### config.mk
export PLATFORM = sky130hd
export DESIGN_NAME = bcd_counter2
export DESIGN_NICKNAME = d
export VERILOG_FILES = /design/src/rtl/bcd_counter2.sv
export SDC_FILE = /design/constraint.sdc
export NUM_CORES = 1
export LEC_CHECK = 0
export ABC_AREA = 1
export CAP_MARGIN = 25
export CORE_MARGIN = 1.5
export CORE_UTILIZATION = 51
export CTS_CLUSTER_DIAMETER = 40
export DETAILED_ROUTE_END_ITERATION = 6
export MAX_ROUTING_LAYER = met4
export PLACE_DENSITY = 0.86
export SYNTH_ARGS = -nofsm -noshare
export SYNTH_HDL_FRONTEND = slang
export SYNTH_SLANG_ARGS = --single-unit
### constraint.sdc
create_clock -name clk -period 3.03 [get_ports clk]
set_input_delay 0.606 -clock clk [delete_from_list [all_inputs] [get_ports clk]]
set_output_delay 0.606 -clock clk [all_outputs]
set_load 0.01 [all_outputs]
### src/rtl/bcd_counter2.sv
// Two-digit packed-BCD up/down counter with a synchronised, edge-detected step input,
// validated parallel load and a configurable wrap limit.
module bcd_counter2 #(
  parameter logic [7:0] LIMIT = 8'h99
) (
  input  logic       clk,
  input  logic       rst,
  input  logic       step,
  input  logic       en,
  input  logic       up,
  input  logic       load,
  input  logic [7:0] load_val,
  output logic [7:0] count,
  output logic       carry,
  output logic       borrow,
  output logic       load_err
);

  logic       s1_q, s2_q, s3_q;
  logic [7:0] count_q, count_d;
  logic       carry_q, carry_d;
  logic       borrow_q, borrow_d;
  logic       err_q, err_d;
  logic       tick;
  logic       load_ok;

  assign tick    = s2_q & ~s3_q;
  assign load_ok = (load_val[7:4] <= 4'd9) && (load_val[3:0] <= 4'd9) && (load_val <= LIMIT);

  always_comb begin
    count_d  = count_q;
    carry_d  = 1'b0;
    borrow_d = 1'b0;
    err_d    = 1'b0;
    if (load) begin
      if (load_ok) count_d = load_val;
      else         err_d   = 1'b1;
    end else if (tick && en) begin
      if (up) begin
        if (count_q == LIMIT) begin
          count_d = '0;
          carry_d = 1'b1;
        end else if (count_q[3:0] == 4'd9) begin
          count_d[3:0] = '0;
          count_d[7:4] = count_q[7:4] + 4'd1;
        end else begin
          count_d[3:0] = count_q[3:0] + 4'd1;
        end
      end else begin
        if (count_q == 8'h00) begin
          count_d  = LIMIT;
          borrow_d = 1'b1;
        end else if (count_q[3:0] == 4'd0) begin
          count_d[3:0] = 4'd9;
          count_d[7:4] = count_q[7:4] - 4'd1;
        end else begin
          count_d[3:0] = count_q[3:0] - 4'd1;
        end
      end
    end
  end

  // Synchroniser resets to all ones so a step held high through reset is not counted.
  always_ff @(posedge clk) begin
    if (rst) begin
      s1_q     <= 1'b1;
      s2_q     <= 1'b1;
      s3_q     <= 1'b1;
      count_q  <= '0;
      carry_q  <= 1'b0;
      borrow_q <= 1'b0;
      err_q    <= 1'b0;
    end else begin
      s1_q     <= step;
      s2_q     <= s1_q;
      s3_q     <= s2_q;
      count_q  <= count_d;
      carry_q  <= carry_d;
      borrow_q <= borrow_d;
      err_q    <= err_d;
    end
  end

  assign count    = count_q;
  assign carry    = carry_q;
  assign borrow   = borrow_q;
  assign load_err = err_q;

endmodule

== Yosys cells after proc, flatten, opt, wreduce, memory -nomap -nowiden ==
Cells that the tools add are included.

* Equal/unequal tests: 4
* Muxes and demuxes: 13
* Reductions and logical operators: 12
* Order comparisons: 3
* Bitwise logic cells: 5
* Add/sub/neg operators: 4

{| class="wikitable"
|+ Operators by type and width
! operator !! count
|-
| 8-bit two-way mux || 6
|-
| 4-bit two-way mux || 4
|-
| 4-bit by 1-bit adder with 4-bit output, second input constant || 2
|-
| 8-bit == test, second input constant || 1
|-
| 4-bit less-or-equal comparator, second input constant || 2
|-
| 8-bit less-or-equal comparator, second input constant || 1
|-
| 8-bit logical NOT || 1
|-
| 4-bit OR reduction || 2
|-
| 4-bit by 1-bit subtractor with 4-bit output, second input constant || 2
|-
| 4-bit == test, second input constant || 1
|-
| 4-bit logical NOT || 1
|-
| 4-bit by 1-bit inequality test with 1-bit output, second input constant || 1
|-
| 1-bit inverter || 4
|-
| 4-bit AND reduction || 1
|-
| 4-bit nonzero test || 1
|-
| 1-bit logical AND || 3
|-
| 1-bit two-way mux || 3
|-
| 2-bit by 1-bit inequality test with 1-bit output, second input constant || 1
|-
| 2-bit AND reduction || 1
|-
| 2-bit nonzero test || 1
|-
| 2-bit OR reduction || 1
|-
| 1-bit AND || 1
|}

* Logic and storage cells: 49
* Bits in registers: 14
* Input bits: 14
* Output and inout port bits: 11

== Longest topological paths before layout ==
Gate-level depths: netlist of the first run.

* Depth after elaboration: 6
* Depth in mapped cells: 10
* Depth with buffers taken out: 10

== Worst setup path before layout of the first run ==
Ideal clock, no wire load.

* Kind: register to register
* Start: reg count_q[0] (netlist: count[0])
* End: reg count_q[6] (netlist: count[6])
* Clock period less this slack: 1.427 ns
* Required time: 2.913 ns
* Path buffers: 0
* Data arrival time: 1.310 ns
* Setup slack: 1.603 ns
* Setup time: 0.117 ns
* Cell stages (with the launch flop): 10
* Cells stage by stage: dfxtp_1 -> inv_1 -> ha_1 -> nand3_1 -> nand2_2 -> nand2_2 -> nor2_4 -> o21ai_0 -> nor2_1 -> nor2_1

* Longest elaborated chain between the ends: 5
* Elaborated cells between the ends (all ways): 12
* Classes of those cells: 3 x eq/ne; 5 x mux; 4 x reduce/logical

{| class="wikitable"
|+ Ends and longest elaborated chain
! item !! line !! RTL
|-
| from (decl) || 20 || <nowiki>logic [7:0] count_q, count_d;</nowiki>
|-
| from (signal assigned) || 77 || <nowiki>count_q <= count_d;</nowiki>
|-
| 8-bit == test / 8-bit logical NOT (equally long branches) || 40, 50 ||
|-
| 8-bit two-way mux, on equally long branches || 40, 50 ||
|-
| 8-bit two-way mux || 39 || <nowiki>if (up) begin</nowiki>
|-
| 8-bit two-way mux || 38 || <nowiki>end else if (tick && en) begin</nowiki>
|-
| 8-bit two-way mux || 35 || <nowiki>if (load) begin</nowiki>
|}

Several ways; a longest one is shown, not always the timed one. The select of a mux whose other input is x is not followed.
A chain may end at the register's enable or synchronous reset.

== Final worst setup path of the first run ==
* Start: reg count_q[2] (netlist: count[2])
* End: out count[2]

{| class="wikitable"
|+ RTL lines
! item !! line !! RTL
|-
| to (decl) || 13 || <nowiki>output logic [7:0] count,</nowiki>
|}

No word-level cell between the ends.

==> results.yml, run 1 <==
clock_network:
  ctsResizeCount: 0
  cts-root-buf: "clkbuf_4"
  insertion_delay_ns: 0.29
  numCtsBuffers: 3
  cts_tree: "yes"
  htree_levels: 1
  hold_buffers: 0
  clk_pin_slew_ns: 0.09
  cts_num_sinks: 14
  clock_path_buffers: 2
  post-cts-setup-buffers: 0
critical_path:
  cp_slowest_cell: "clkdlybuf4s50_1"
  crit_type: "register to primary output"
  reg2reg_from: "count[0]"
  crit_chain: "clkdlybuf4s50_1"
  critical_path.max_stage_delay_ns: 0.61
  rr_endpoint: "count[7]"
  cp_max_fo: 7
  start_kind: "register"
  reg2reg_slack_ns: 1.40
  worst-path-buf-inv: 1
  worstPathRequired_ns: 2.42
  critPathArrivalTime_ns: 1.46
  critical-path-top-delay-family: "buffers and inverters"
  setup.worst_path.end_class: "primary output"
  rr_worst_depth: 9
logic_synthesis:
  synth_flop_cell: "dfxtp_1"
  synth_top_family_by_area: "simple AND/OR/NAND/NOR gates"
  synthXorXnorAreaFrac_pct: 3.67
  syn_area_per_cell_um2: 6.49
  async_flop_share_pct: 0
  ys_warn_count: 0
  synthesis.area_um2: 955
  ys_seq_elements: 14
  synth_compound_area_share_pct: 13.8
  ys_seq_area_share_pct: 29.4
  ys_types: 20
  syn_nets: 167
  synth_fa_ha_area_share_pct: 7.86
  synth_edf_count: 0
  synthCells: 147
  muxShareOfSynthArea_pct: 0
  synth_simple_gate_area_share_pct: 34.6
timing:
  finalSetupViolCount: 0
  tightest_slew_ns: 0.381
  fin_crit_sh_pct: 68.0
  worst_clock_skew_ns: 0.00289
  rsz0062_at_grt: "no"
  fmax_mhz: 485
  slew_headroom_pct: 74.6
  drv_slew: 0
  hold_violations: 0
  timing.setup.tns_ns: 0
  finalCriticalPeriod_ns: 2.06
drt:
  first_iter_violations: 28
  ant_nets: 0
  wire_per_inst_um: 11.4
  vias: 1062
  wirelength_um: 2270
  drc: 0
  drt-vias-per-instance: 5.34
  dr.pass1.iters: 4
placement:
  place_area_um2: 1210
  placed_cells: 195
  place.gp.congestion: 0.929
  hpwl_um: 1760
  io_buffers: 24
min_path:
  holdPathStages: 1
  hp-class: "register to register"
  holdPathEnd: "s2_q"
  hp-start: "s1_q"
global_routing:
  grt_max_degree: 9
  antenna_found_initial: 0
  grt_first_pass_wirelength_um: 3510
  track_usage_pct: 23.8
  grt_overflow: 0
  first_global_vias: 876
floorplanning:
  io_pins: 25
  fp.dieW_um: 46.3
  rows: 15
  core_region_area_um2: 1750
  die_h_um: 46.3
  die_area_um2: 2140
  initial_utilization_pct: 54.7
power:
  power_leakage_nw: 0.577
  cellPowerDensity_nw_per_um2: 410
  worst_ir_drop_vdd_uv: 273
layout:
  num-fill-cells: 149
  post_route_cells_drive_above_1_share_pct: 9.77
  final_cells: 199
  areaGrowthSynthToFinish_pct: 31.1
  final_area_um2: 1250
  n_antenna_cell: 0
  nets: 195
  layout_common_cells: "nor2_1, nand2_1, clkdlybuf4s50_1"
status:
  status: "finished, final reports clean"
run:
  maxCapViolations: 0
-- synth_stat cells (all sizes together), types with 2 or more instances --
cell type,count,area share [%]
a21oi,9,4.7
ha,6,7.9
nand2,28,12
inv,23,9.6
xnor2,3,2.8
nor2,25,11
nand3,13,7.3
or2,3,2.0
o21ai,16,8.4
dfxtp,14,29
nor4,2,1.3
nand4,2,1.3
-- worst max-delay path by stage --
stage	startpoint	endpoint	slack, ns	cells after the start
6_report	count[2]	count[2]	0.97	1
4_1_cts	count[2]	count[2]	0.97	1
2_1_floorplan	count[0]	count[6]	1.60	9
5_1_grt	count[2]	count[2]	0.93	1
3_3_place_gp	load	count[5]	0.93	9
3_5_place_dp	load	count[5]	0.89	9
-- power by group --
| part | switching (mW) | internal [mW] |
|---|---|---|
| sequential | 0.0202 | 0.196 |
| clock | 0.0664 | 0.0732 |
| combinational | 0.0828 | 0.0744 |
-- registers in the layout (all words and copies together), names as in the netlist --
name,count
load_err,1
s3_q,1
carry,1
borrow,1
count,8
s1_q,1
s2_q,1
-- worst reg2reg max path, delay by kind of cell (launching register included) --
kind | cells | cell delay (ns)
buf+inv | 1 | 0.11
fa+ha+maj | 1 | 0.22
simple gates | 7 | 0.79
flops | 1 | 0.40
-- cell families (layout without fill, tap and decap cells) --
family,after synthesis,after routing
compound gates,26,26
buf+inv,24,51
fa+ha+maj,6,6
xor+xnor,4,4
simple gates,73,73
flops,14,14
-- final cells by class --
cell class / count / area [um2] / area share (%)
repair buffers: 24 / 240 / 19.2
flip-flops and latches: 14 / 280 / 22.4
well taps: 25 / 31.3 / 2.50
multi-input cells: 109 / 572 / 45.7
inverters: 23 / 91.3 / 7.30
clock buffers: 4 / 36.3 / 2.90
-- stage by stage --
step / hold slack [ns] / util (%) / power (mW) / setup slack, ns
2_1_floorplan: 0.389 / - / 0.315 / 1.60
5_1_grt: 0.441 / 71.7 / 0.540 / 0.927
3_3_place_gp: 0.396 / 69.6 / 0.370 / 0.926
6_report: 0.425 / 71.7 / 0.513 / 0.969
4_1_cts: 0.430 / 71.7 / 0.512 / 0.973
3_5_place_dp: 0.405 / 69.6 / 0.375 / 0.894
-- layer usage --
metal / GRT usage, % / up-vias / wire, um / share of wire [%]
met1: 28.4 / 468 / 982 / 43
met2: 37.8 / 64 / 1040 / 46
met3: 3.53 / 7 / 193 / 8.5
met5: - / - / 0 / 0
met4: 13.1 / 0 / 51 / 2.2
li1: - / 523 / - / -
No activity file was read; power rests on OpenSTA's default activity.
==> run 2, diff against run 1 <==
--- a/config.mk
+++ b/config.mk
@@ -8,11 +8,11 @@
 export ABC_AREA = 1
 export CAP_MARGIN = 25
 export CORE_MARGIN = 1.5
-export CORE_UTILIZATION = 51
+export CORE_UTILIZATION = 43
 export CTS_CLUSTER_DIAMETER = 40
 export DETAILED_ROUTE_END_ITERATION = 6
 export MAX_ROUTING_LAYER = met4
-export PLACE_DENSITY = 0.86
+export PLACE_DENSITY = 0.78
 export SYNTH_ARGS = -nofsm -noshare
 export SYNTH_HDL_FRONTEND = slang
 export SYNTH_SLANG_ARGS = --single-unit
==> constraint.sdc (replaced) <==
create_clock -name clk -period 1.8 [get_ports clk]
set_input_delay 0.36 -clock clk [delete_from_list [all_inputs] [get_ports clk]]
set_output_delay 0.36 -clock clk [all_outputs]
set_load 0.01 [all_outputs]
==> results.yml, run 2 (synthesis results as in run 1) <==
drt:
  drt-vias-per-instance: 4.89
  drc: 0
  dr.pass1.iters: 4
  wirelength_um: 2330
  ant_nets: 0
  wire_per_inst_um: 11.0
  first_iter_violations: 32
  vias: 1032
placement:
  preCtsSetupSlack_ns: -0.0533
  placed_cells: 207
  place.gp.congestion: 0.860
  io_buffers: 24
  hpwl_um: 1870
critical_path:
  worstPathRequired_ns: 1.44
  start_kind: "register"
  worst-path-buf-inv: 1
  setup.worst_path.end_class: "primary output"
  cp_slowest_cell: "clkdlybuf4s50_1"
  crit_type: "register to primary output"
  critPathArrivalTime_ns: 1.37
  cp_max_fo: 8
  crit_chain: "clkdlybuf4s50_1"
  critical-path-top-delay-family: "buffers and inverters"
  critical_path.max_stage_delay_ns: 0.60
status:
  status: "finished, final reports clean"
timing:
  tightest_slew_ns: 0.272
  hold_violations: 0
  finalSetupViolCount: 0
  slew_headroom_pct: 81.8
  worst_clock_skew_ns: 0.0105
  worst_slack_ns: 0.0688
  finalCriticalPeriod_ns: 1.73
  rsz0062_at_grt: "no"
  drv_slew: 0
  fin_crit_sh_pct: 96.2
  fmax_mhz: 578
clock_network:
  cts-root-buf: "clkbuf_4"
  cts_num_sinks: 14
  post-cts-setup-buffers: 0
  cts_tree: "yes"
  htree_levels: 1
  insertion_delay_ns: 0.29
  ctsResizeCount: 1
  hold_buffers: 0
  clock_path_buffers: 2
  clk_pin_slew_ns: 0.09
  numCtsBuffers: 3
global_routing:
  first_global_vias: 1002
  track_usage_pct: 21.8
  antenna_found_initial: 0
  grt_overflow: 0
  grt_max_degree: 9
  grt_first_pass_wirelength_um: 4130
floorplanning:
  fp.dieW_um: 50.1
  io_pins: 25
  initial_utilization_pct: 47.2
  rows: 16
  die_area_um2: 2510
  die_h_um: 50.1
  core_region_area_um2: 2020
layout:
  largest_reg_flops: 8
  nets: 205
  n_antenna_cell: 0
  layout_common_cells: "nor2_1, nand2_1, clkdlybuf4s50_1"
  post_route_cells_drive_above_1_share_pct: 15.2
  final_core_util_pct: 65.8
  areaGrowthSynthToFinish_pct: 39.3
  final_cells: 211
power:
  seq_power_share_pct: 40.8
  cellPowerDensity_nw_per_um2: 662
  power_leakage_nw: 0.625
  worst_ir_drop_vdd_uv: 372
  clkPwrFrac_pct: 26.2
  swShare_pct: 32.3
  switchingPower_uw: 285
  pwr-share-comb_pct: 33.0
  internal_power_uw: 596
run:
  maxCapViolations: 0
min_path:
  hp-class: "register to register"
==> run 2: cell type report <==
| class | count | area, um2 |
|---|---|---|
| Clock buffer | 4 | 36.3 |
| Tap cell | 27 | 33.8 |
| Timing Repair Buffer | 34 | 315 |
| Multi-Input combinational cell | 109 | 572 |
| Inverter | 23 | 91.3 |
| Sequential cell | 14 | 282 |
| Fill cell | 198 | 692 |
==> run 2: power by group through the flow <==
stage	sequential, mW	combinational [mW]	clock, mW
floorplan	0.370	0.161	0
global placement	0.365	0.282	0
detailed placement	0.366	0.287	0
CTS	0.359	0.289	0.236
global route	0.365	0.324	0.258
finish	0.359	0.291	0.231
==> run 2: metal layers <==
metal	up-vias	global-route usage, %	wire length, um
met5	-	-	0
met2	40	34.4	1040
met4	0	3.70	0
met1	444	28.9	1100
met3	0	4.55	189
li1	548	-	-
==> run 2: through the flow <==
stage	hold slack (ns)	total power, mW	setup TNS, ns	instance area [um2]
after floorplan	0.389	0.531	0	955
after global placement	0.396	0.647	-0.0468	1290
after detailed placement	0.407	0.654	-0.121	1290
after CTS	0.426	0.884	0	1330
after global routing	0.433	0.946	0	1330
final	0.420	0.881	0	1330
==> run 2: worst paths after layout <==
path | from | end | slack (ns) | cells past startpoint
worst max-delay path | count[4] | count[4] | 0.07 | 1
worst min register to register | s1_q | s2_q | 0.42 | 1
worst max register to register | count[0] | count[6] | 0.17 | 9
worst min-delay path | s1_q | s2_q | 0.42 | 1
==> run 3, diff against run 2 <==
--- a/config.mk
+++ b/config.mk
@@ -8,11 +8,12 @@
 export ABC_AREA = 1
 export CAP_MARGIN = 25
 export CORE_MARGIN = 1.5
-export CORE_UTILIZATION = 43
+export CORE_UTILIZATION = 53
+export CTS_BUF_LIST = sky130_fd_sc_hd__clkbuf_8
 export CTS_CLUSTER_DIAMETER = 40
 export DETAILED_ROUTE_END_ITERATION = 6
 export MAX_ROUTING_LAYER = met4
-export PLACE_DENSITY = 0.78
+export PLACE_DENSITY = 0.89
 export SYNTH_ARGS = -nofsm -noshare
 export SYNTH_HDL_FRONTEND = slang
 export SYNTH_SLANG_ARGS = --single-unit
==> constraint.sdc (replaced) <==
create_clock -name clk -period 2 [get_ports clk]
set_input_delay 0.4 -clock clk [delete_from_list [all_inputs] [get_ports clk]]
set_output_delay 0.4 -clock clk [all_outputs]
set_load 0.01 [all_outputs]
==> results.yml, run 3 (synthesis results as in run 1) <==
drt:
  wirelength_um: 2550
  ant_nets: 0
  wl_met2_um: 1130
  first_iter_violations: 49
  vias: 1106
  wire_per_inst_um: 12.8
  drt-vias-per-instance: 5.53
  m1WireLength_um: 1050
  route.top_layer_used: "met4"
  dr.pass1.iters: 6
  drc: 2
  met3_length_um: 273
floorplanning:
  die_area_um2: 2060
  rows: 15
  core_region_area_um2: 1710
  die_h_um: 45.4
  io_pins: 25
  initial_utilization_pct: 55.9
  fp.dieW_um: 45.4
critical_path:
  cp_max_fo: 7
  startpoint: "count[2]"
  worstPathRequired_ns: 1.60
  worst-path-buf-inv: 1
  reg2reg_slack_ns: 0.23
  setup.worst_path.end_class: "primary output"
  start_kind: "register"
  critPathArrivalTime_ns: 1.43
  reg2reg_from: "count[0]"
  critical_path.max_stage_delay_ns: 0.61
  critical-path-top-delay-family: "buffers and inverters"
  cp_slowest_cell: "clkdlybuf4s50_1"
  crit_chain: "clkdlybuf4s50_1"
  crit_type: "register to primary output"
clock_network:
  htree_levels: 1
  post-cts-setup-buffers: 0
  hold_buffers: 0
  cts_tree: "yes"
  cts_num_sinks: 14
  cts-root-buf: "clkbuf_8"
  ctsResizeCount: 0
  insertion_delay_ns: 0.25
  numCtsBuffers: 3
  clk_pin_slew_ns: 0.07
  clock_path_buffers: 2
timing:
  drv_slew: 0
  fmax_mhz: 546
  hold_violations: 0
  worst_slack_ns: 0.170
  timing.setup.tns_ns: 0
  worst_clock_skew_ns: 0.0102
  slew_headroom_pct: 73.7
  finalSetupViolCount: 0
  finalCriticalPeriod_ns: 1.83
  fin_crit_sh_pct: 91.5
  tightest_slew_ns: 0.394
  rsz0062_at_grt: "no"
run:
  maxCapViolations: 0
status:
  status: "finished with violations"
  violations: "DRC"
layout:
  areaGrowthSynthToFinish_pct: 33.8
  post_route_cells_drive_above_1_share_pct: 10.3
  layout_common_cells: "nor2_1, nand2_1, clkdlybuf4s50_1"
  seq_area_um2: 280
  largest_reg_flops: 8
  num-fill-cells: 128
  final_cells: 200
  multi_input_comb_area_um2: 572
  n_antenna_cell: 0
  nets: 196
min_path:
  hp-start: "s1_q"
  hp-class: "register to register"
power:
  finalPower_uw: 865
  worst_ir_drop_vdd_uv: 415
  power_leakage_nw: 0.589
  cellPowerDensity_nw_per_um2: 677
placement:
  hpwl_um: 1830
  place.gp.congestion: 0.944
  placed_cells: 196
  io_buffers: 24
  preCtsSetupSlack_ns: 0.0527
global_routing:
  track_usage_pct: 26.8
  first_global_vias: 944
  grt_max_degree: 9
  antenna_found_initial: 0
  grt_overflow: 0
  grt_first_pass_wirelength_um: 3910
run 3: cell types whose count changed in the layout (fill, tap and decap cells not counted):
cell	delta
clkbuf_8	+3
dfxtp_1	+1
buf_4	-9
clkbuf_4	-3
dfxtp_2	-1
run 3: report_power, final:
part | switching [mW] | internal, mW
clock network | 0.111 | 0.175
logic | 0.136 | 0.114
registers | 0.0312 | 0.298
run 3: per-layer routing:
| layer | global-route usage (%) | up-vias |
|---|---|---|
| li1 | - | 527 |
| met1 | 32.1 | 481 |
| met2 | 44.2 | 78 |
| met3 | 3.97 | 20 |
| met4 | 11.2 | 0 |
| met5 | - | - |
run 3: worst paths after layout:
path	to	depth (start not counted)
min reg2reg	s2_q	1
max reg2reg	count[5]	9
min	s2_q	1
max	count[2]	1
run 3: through the flow:
| step | instance area, um2 | hold slack, ns | util (%) |
|---|---|---|---|
| after floorplan | 955 | 0.389 | - |
| after global placement | 1220 | 0.397 | 71.6 |
| after detailed placement | 1220 | 0.430 | 71.6 |
| after CTS | 1280 | 0.448 | 74.8 |
| after global routing | 1280 | 0.451 | 74.8 |
| final | 1280 | 0.432 | 74.8 |
run 3: area by class of cell:
cell class,count,area share (%)
timing repair buffer,25,19.4
inverter,23,7.15
clock buffer,4,4.31
sequential,14,21.9
tap,25,2.45
multi-input combinational,109,44.8
==> variant 1 (flow settings as in run 3) <==
Reset style: asynchronous (`rst`), changed in one clocked block. Comments in the files are not updated.
--- a/src/rtl/bcd_counter2.sv
+++ b/src/rtl/bcd_counter2.sv
@@ -61,7 +61,7 @@
   end
 
   // Synchroniser resets to all ones so a step held high through reset is not counted.
-  always_ff @(posedge clk) begin
+  always_ff @(posedge clk or posedge rst) begin
     if (rst) begin
       s1_q     <= 1'b1;
       s2_q     <= 1'b1;
Behaviour: differs if rst is asserted again (counterexample within 4 cycles, from zero or initial values and one cycle with rst high); with rst held inactive, the same outputs for 10 cycles.
==> variant 1 against run 3 <==
Count of clock-buffer cells in the layout shrank 1. Setup slack improved by 0.041 ns. Area after synthesis increased by 19%. Via count is 1.7% lower. Non-clock buffer count up 2. Synthesized cell count increased by 5.4%. Sequential cell count unchanged. Wire length rose by 5.3%. Final area increased by 12%.
Power is not compared: it rests on default switching activity, and its combinational part moved more than twofold at a synthesized area within 25%.
==> variant 1: results (changes against run 3) <==
Run status:
- Status: finished, final reports clean (was finished, violations left).

Layout:
- The buffer count excluding the clock tree in the final layout was 27 (was 25).
- The final standard cell count with taps included and fillers excluded is 209 (was 200).
- The flip-flop count of the largest register after layout was 8 (unchanged).
- The area taken by multi-input logic gates is 673 sq um (was 572 sq um).
- The final-stage net count came to 204 (was 196).
- The fraction of final layout cells sized beyond drive strength 1 is 15.9% (was 10.3%).
- The register fraction of the total cell area is 24.7% (was 21.9%).
- The area share of buffers outside the clock network came to 18.3% (was 19.4%).
- The count of non-CTS inverters in the layout was 18 (was 23).
- The multi-input combinational cell count is 119 (was 109).

Worst setup path:
- The critical path endpoint was count[3] (was count[2]).
- The data arrival time of the critical path is 1.39 ns (was 1.43 ns).
- The depth of the worst register-to-register path is 7 (was 9).
- The timing startpoint of the critical path is count[3] (was count[2]).
- The slowest cell on the critical path was clkdlybuf4s50_1 (unchanged).
- The reg-to-reg endpoint is count[1] (was count[5]).
- The maximum fanout encountered on the critical timing path is 7 (unchanged).
- The register-to-register setup slack is 0.31 ns (was 0.23 ns).
- The startpoint of the lowest-slack register-to-register path was count[0] (unchanged).

Route:
- The met3 wire length is 131 um (was 273 um).
- The wire length on met1 is 1.13 mm (was 1.05 mm).
- The met2 wire length is 1.39 mm (was 1.13 mm).
- The routed length per instance is 12.9 um (was 12.8 um).
- The number of vias in the routed layout was 1087 (was 1106).

Yosys:
- The share of async-settable or async-resettable flops after synthesis came to 100% (was 0%).
- The sequential share of the synthesized area is 31.2% (was 29.4%).
- The total nets after synthesis was 176 (was 167).
- List of most frequent post-synthesis cells: 44 x nand2_1, 20 x nand3_1, 16 x nor2_1 (was 24 x nand2_1, 24 x nor2_1, 19 x inv_1).
- The number of library cell types mapped by synthesis is 28 (was 20).
- The gate count after technology mapping is 155 (was 147).
- The synthesized-area fraction occupied by ao, oa, aoi and oai cells came to 4.85% (was 13.8%).
- The adder-cell share of the synthesized area is 7.71% (was 7.86%).
- The xor and xnor fraction of the mapped netlist area is 3.08% (was 3.67%).
- Cell types occupying the most area after synthesis: dfrtp_1 24%, nand2_1 15%, nand3_1 8.8% (was dfxtp_1 29%, nand2_1 9.4%, nor2_1 9.4%).

Place:
- The total half-perimeter wirelength after legalization and detailed placement is 2.04 mm (was 1.83 mm).
- The placement-stage cell area is 1390 sq um (was 1220 sq um).
- The routability congestion estimate is 0.944 (about the same).

STA:
- The post-route worst hold slack came to 0.363 ns (was 0.432 ns).
- The worst clock skew on the final layout is 0.00780 ns (was 0.0102 ns).
- The actual transition at the worst max-transition pin was 0.504 ns (was 0.394 ns).

Power:
- In this run, power in the clock network comes to 0.234 mW.

GRT:
- The met1 track demand over resource is 29.5% (was 32.1%).
- The global-route wire length before repair is 4.64 mm (was 3.91 mm).
- The met2 global-route usage was 44.8% (was 44.2%).
- The total routing usage reported by global routing is 25.7% (was 26.8%).
- The routing usage on met3 is 5.83% (was 3.97%).

Floorplanning:
- The overall die area is 2430 sq um (was 2060 sq um).
variant 1: cell types whose count changed after synthesis, moves of 7 or more:
cell	change
nand3_1	+8
dfxtp_1	-14
a21oi_1	-7
dfrtp_1	+11
nand2_1	+20
o21ai_0	-12
nor2_1	-8
variant 1: stage by stage:
| stage | setup WS [ns] | power, mW | utilization, % |
|---|---|---|---|
| after floorplan | 0.471 | 0.838 | - |
| after global placement | 0.255 | 1.02 | 70.2 |
| after detailed placement | 0.219 | 1.05 | 70.2 |
| after CTS | 0.205 | 1.29 | 72.5 |
| after global routing | 0.157 | 1.39 | 72.5 |
| final | 0.211 | 1.29 | 72.5 |
variant 1: worst min path at each step:
stage / end / from / depth (start not counted)
6_report: s2_q / s1_q / 0
3_5_place_dp: s2_q / s1_q / 0
2_1_floorplan: borrow / rst / 1
4_1_cts: s2_q / s1_q / 0
5_1_grt: s2_q / s1_q / 0
3_3_place_gp: s2_q / s1_q / 0
==> variant 2 (flow settings as in run 3) <==
Without the edit above. Set the parameter `LIMIT` to 8'h4C (it was 8'h99).
--- a/src/rtl/bcd_counter2.sv
+++ b/src/rtl/bcd_counter2.sv
@@ -1,7 +1,7 @@
 // Two-digit packed-BCD up/down counter with a synchronised, edge-detected step input,
 // validated parallel load and a configurable wrap limit.
 module bcd_counter2 #(
-  parameter logic [7:0] LIMIT = 8'h99
+  parameter logic [7:0] LIMIT = 8'h4C
 ) (
   input  logic       clk,
   input  logic       rst,
Formal check against the unedited RTL: not equivalent (a bounded check fails within 4 cycles, from zero or initial values and one cycle with rst high).
==> variant 2 against run 3 <==
Setup slack gained 0.025 ns. Global-route usage shrank 1.1 points. Die area grew 17%. Area after synthesis grew 18%. Final area grew 15%. Wire length grew 11%. Power shrank 3.3%. Sequential cell count is the same. Clock power shrank 4%. First-iteration DRC count grew 24%. Largest cell class unchanged.
==> variant 2: results (changes against run 3) <==
Layout:
- The fill cell total of the finished layout is 146 (was 128).
- The number of diodes added for antenna fixing is 0 (unchanged).
- The fraction of final layout cells sized beyond drive strength 1 was 16.7% (was 10.3%).

Route:
- The post-detailed-route via-to-cell ratio was 5.29 (was 5.53).
- The first-pass detailed-route iteration total is 4 (was 6).
- The number of vias in the routed layout is 1190 (was 1106).
- The DRC marker count from the first detailed-route iteration is 61 (was 49).
- The total routed wirelength is 2.84 mm (was 2.55 mm).

Worst setup path:
- The depth of the worst register-to-register path was 12 (was 9).
- The data arrival time of the critical path is 1.41 ns (was 1.43 ns).
- The reg-to-reg endpoint is count[6] (was count[5]).
- The critical path endpoint was count[6] (was count[2]).
- The biggest cell delay along the critical path is 0.61 ns (about the same).
- The startpoint of the lowest-slack register-to-register path is count[4] (was count[0]).
- The kind of cell with the highest combined delay on the critical path is buffers and inverters (unchanged).
- The maximum fanout encountered on the critical timing path is 10 (was 7).
- The register-to-register setup slack came to 0.35 ns (was 0.23 ns).
- The timing startpoint of the critical path was count[6] (was count[2]).
- The slowest cell on the critical path is clkdlybuf4s50_1 (unchanged).

GRT:
- The total routing usage reported by global routing is 25.7% (was 26.8%).
- The global-route wire length before repair is 4.71 mm (was 3.91 mm).
- The number of global-route vias before repair is 1052 (was 944).
- The maximum number of pins on one net before global-route repair is 11 (was 9).
- The initial antenna violation count is 0 (unchanged).

Clock tree:
- The clock-pin slew on the worst setup and hold paths is 0.06 ns.
- The worst-skew pair later-pin latency is 0.25 ns (about the same).
- The buffer levels on the longest clock path is 2 (unchanged).
- The number of buffers inserted by hold repair at cts is 0 (unchanged).
- The count of buffers added by post-CTS timing repair for setup is 0 (unchanged).
- The cell at the root of the clock tree is clkbuf_8 (unchanged).

Yosys:
- The number of library cell types mapped by synthesis is 29 (was 20).
- The main flop type after synthesis is dfxtp_1 (unchanged).
- Cell types occupying the most area after synthesis: dfxtp_1 25%, nand2_1 15%, nor2_1 9.0% (was dfxtp_1 29%, nand2_1 9.4%, nor2_1 9.4%).
- The average footprint of a synthesized cell is 6.71 sq um (was 6.49 sq um).
- List of most frequent post-synthesis cells: 44 x nand2_1, 27 x nor2_1, 15 x inv_1 (was 24 x nand2_1, 24 x nor2_1, 19 x inv_1).
- The sequential share of the synthesized area is 24.9% (was 29.4%).
- The total nets after synthesis is 188 (was 167).

Place:
- The total half-perimeter wirelength after legalization and detailed placement is 2.20 mm (was 1.83 mm).
- The placement-stage cell area was 1410 sq um (was 1220 sq um).
- The post-placement cell count is 221 (was 196).
- The routability congestion estimate is 0.897 (was 0.944).
- The setup slack after placement was 0.173 ns (was 0.0527 ns).

STA:
- The fraction of the cycle the final worst path needs is 90.3% (was 91.5%).
- The worst clock skew on the final layout is 0.00306 ns (was 0.0102 ns).
- The actual transition at the worst max-transition pin is 0.385 ns (was 0.394 ns).

Power:
- The maximum ir drop on the vdd rail is 0.000599 V (was 0.000415 V).
- The cell leakage power was 0.692 nW (was 0.589 nW).

Run status:
- Status: finished, final reports clean (was finished, violations left).
## variant 2: cell families (layout without fill, tap and decap cells)
kind of cell / Yosys count / count (layout) / synth area share, %
DFF: 14 / 14 / 24.9
AOI/OAI and AO/OA: 15 / 15 / 6.88
and+or+nand+nor: 107 / 107 / 50.4
adders and majority gates: 6 / 6 / 6.66
xor gates and xnor gates: 3 / 3 / 2.33
buffers and inverters: 23 / 53 / 8.88
## variant 2: per-layer routing
metal,up-vias,wire length [um],share of wire (%),track usage [%]
li1,591,-,-,-
met1,537,1160,41,31.4
met2,56,1410,49,43.9
met3,6,218,7.7,2.45
met4,0,58,2.0,9.05
met5,-,0,0,-
## variant 2: how the worst min path moves through the flow
| stage | depth (start not counted) | end | slack (ns) | startpoint |
|---|---|---|---|---|
| finish | 1 | s2_q | 0.41 | s1_q |
| global route | 2 | s3_q | 0.43 | s2_q |
| CTS | 1 | s2_q | 0.41 | s1_q |
| detailed placement | 1 | s2_q | 0.40 | s1_q |
| global placement | 1 | s2_q | 0.40 | s1_q |
| floorplan | 1 | s2_q | 0.39 | s1_q |
## variant 2: final cells by class
type                            instances  area (sq um)  share of cell area [%]
Multi-Input combinational cell        131           747                    50.9
Sequential cell                        14           280                    19.1
Timing Repair Buffer                   28           270                    18.4
Inverter                               21          81.3                    5.54
Clock buffer                            4          55.1                    3.75
Tap cell                               27          33.8                    2.30
## variant 2: worst reg2reg max path: cells and delay by family (launching register included)
kind                     cells  cell delay (ns)
adder cells (fa/ha/maj)      1             0.24
buffers and inverters        2             0.18
flip-flops                   1             0.43
AND/OR/NAND/NOR              9             0.69
## variant 2: where the power goes
group | leakage [nW] | switching [mW] | internal [mW]
combinational | 0.549 | 0.144 | 0.108
clock | 0.0288 | 0.100 | 0.174
sequential | 0.114 | 0.0186 | 0.292
total | 0.692 | 0.262 | 0.575
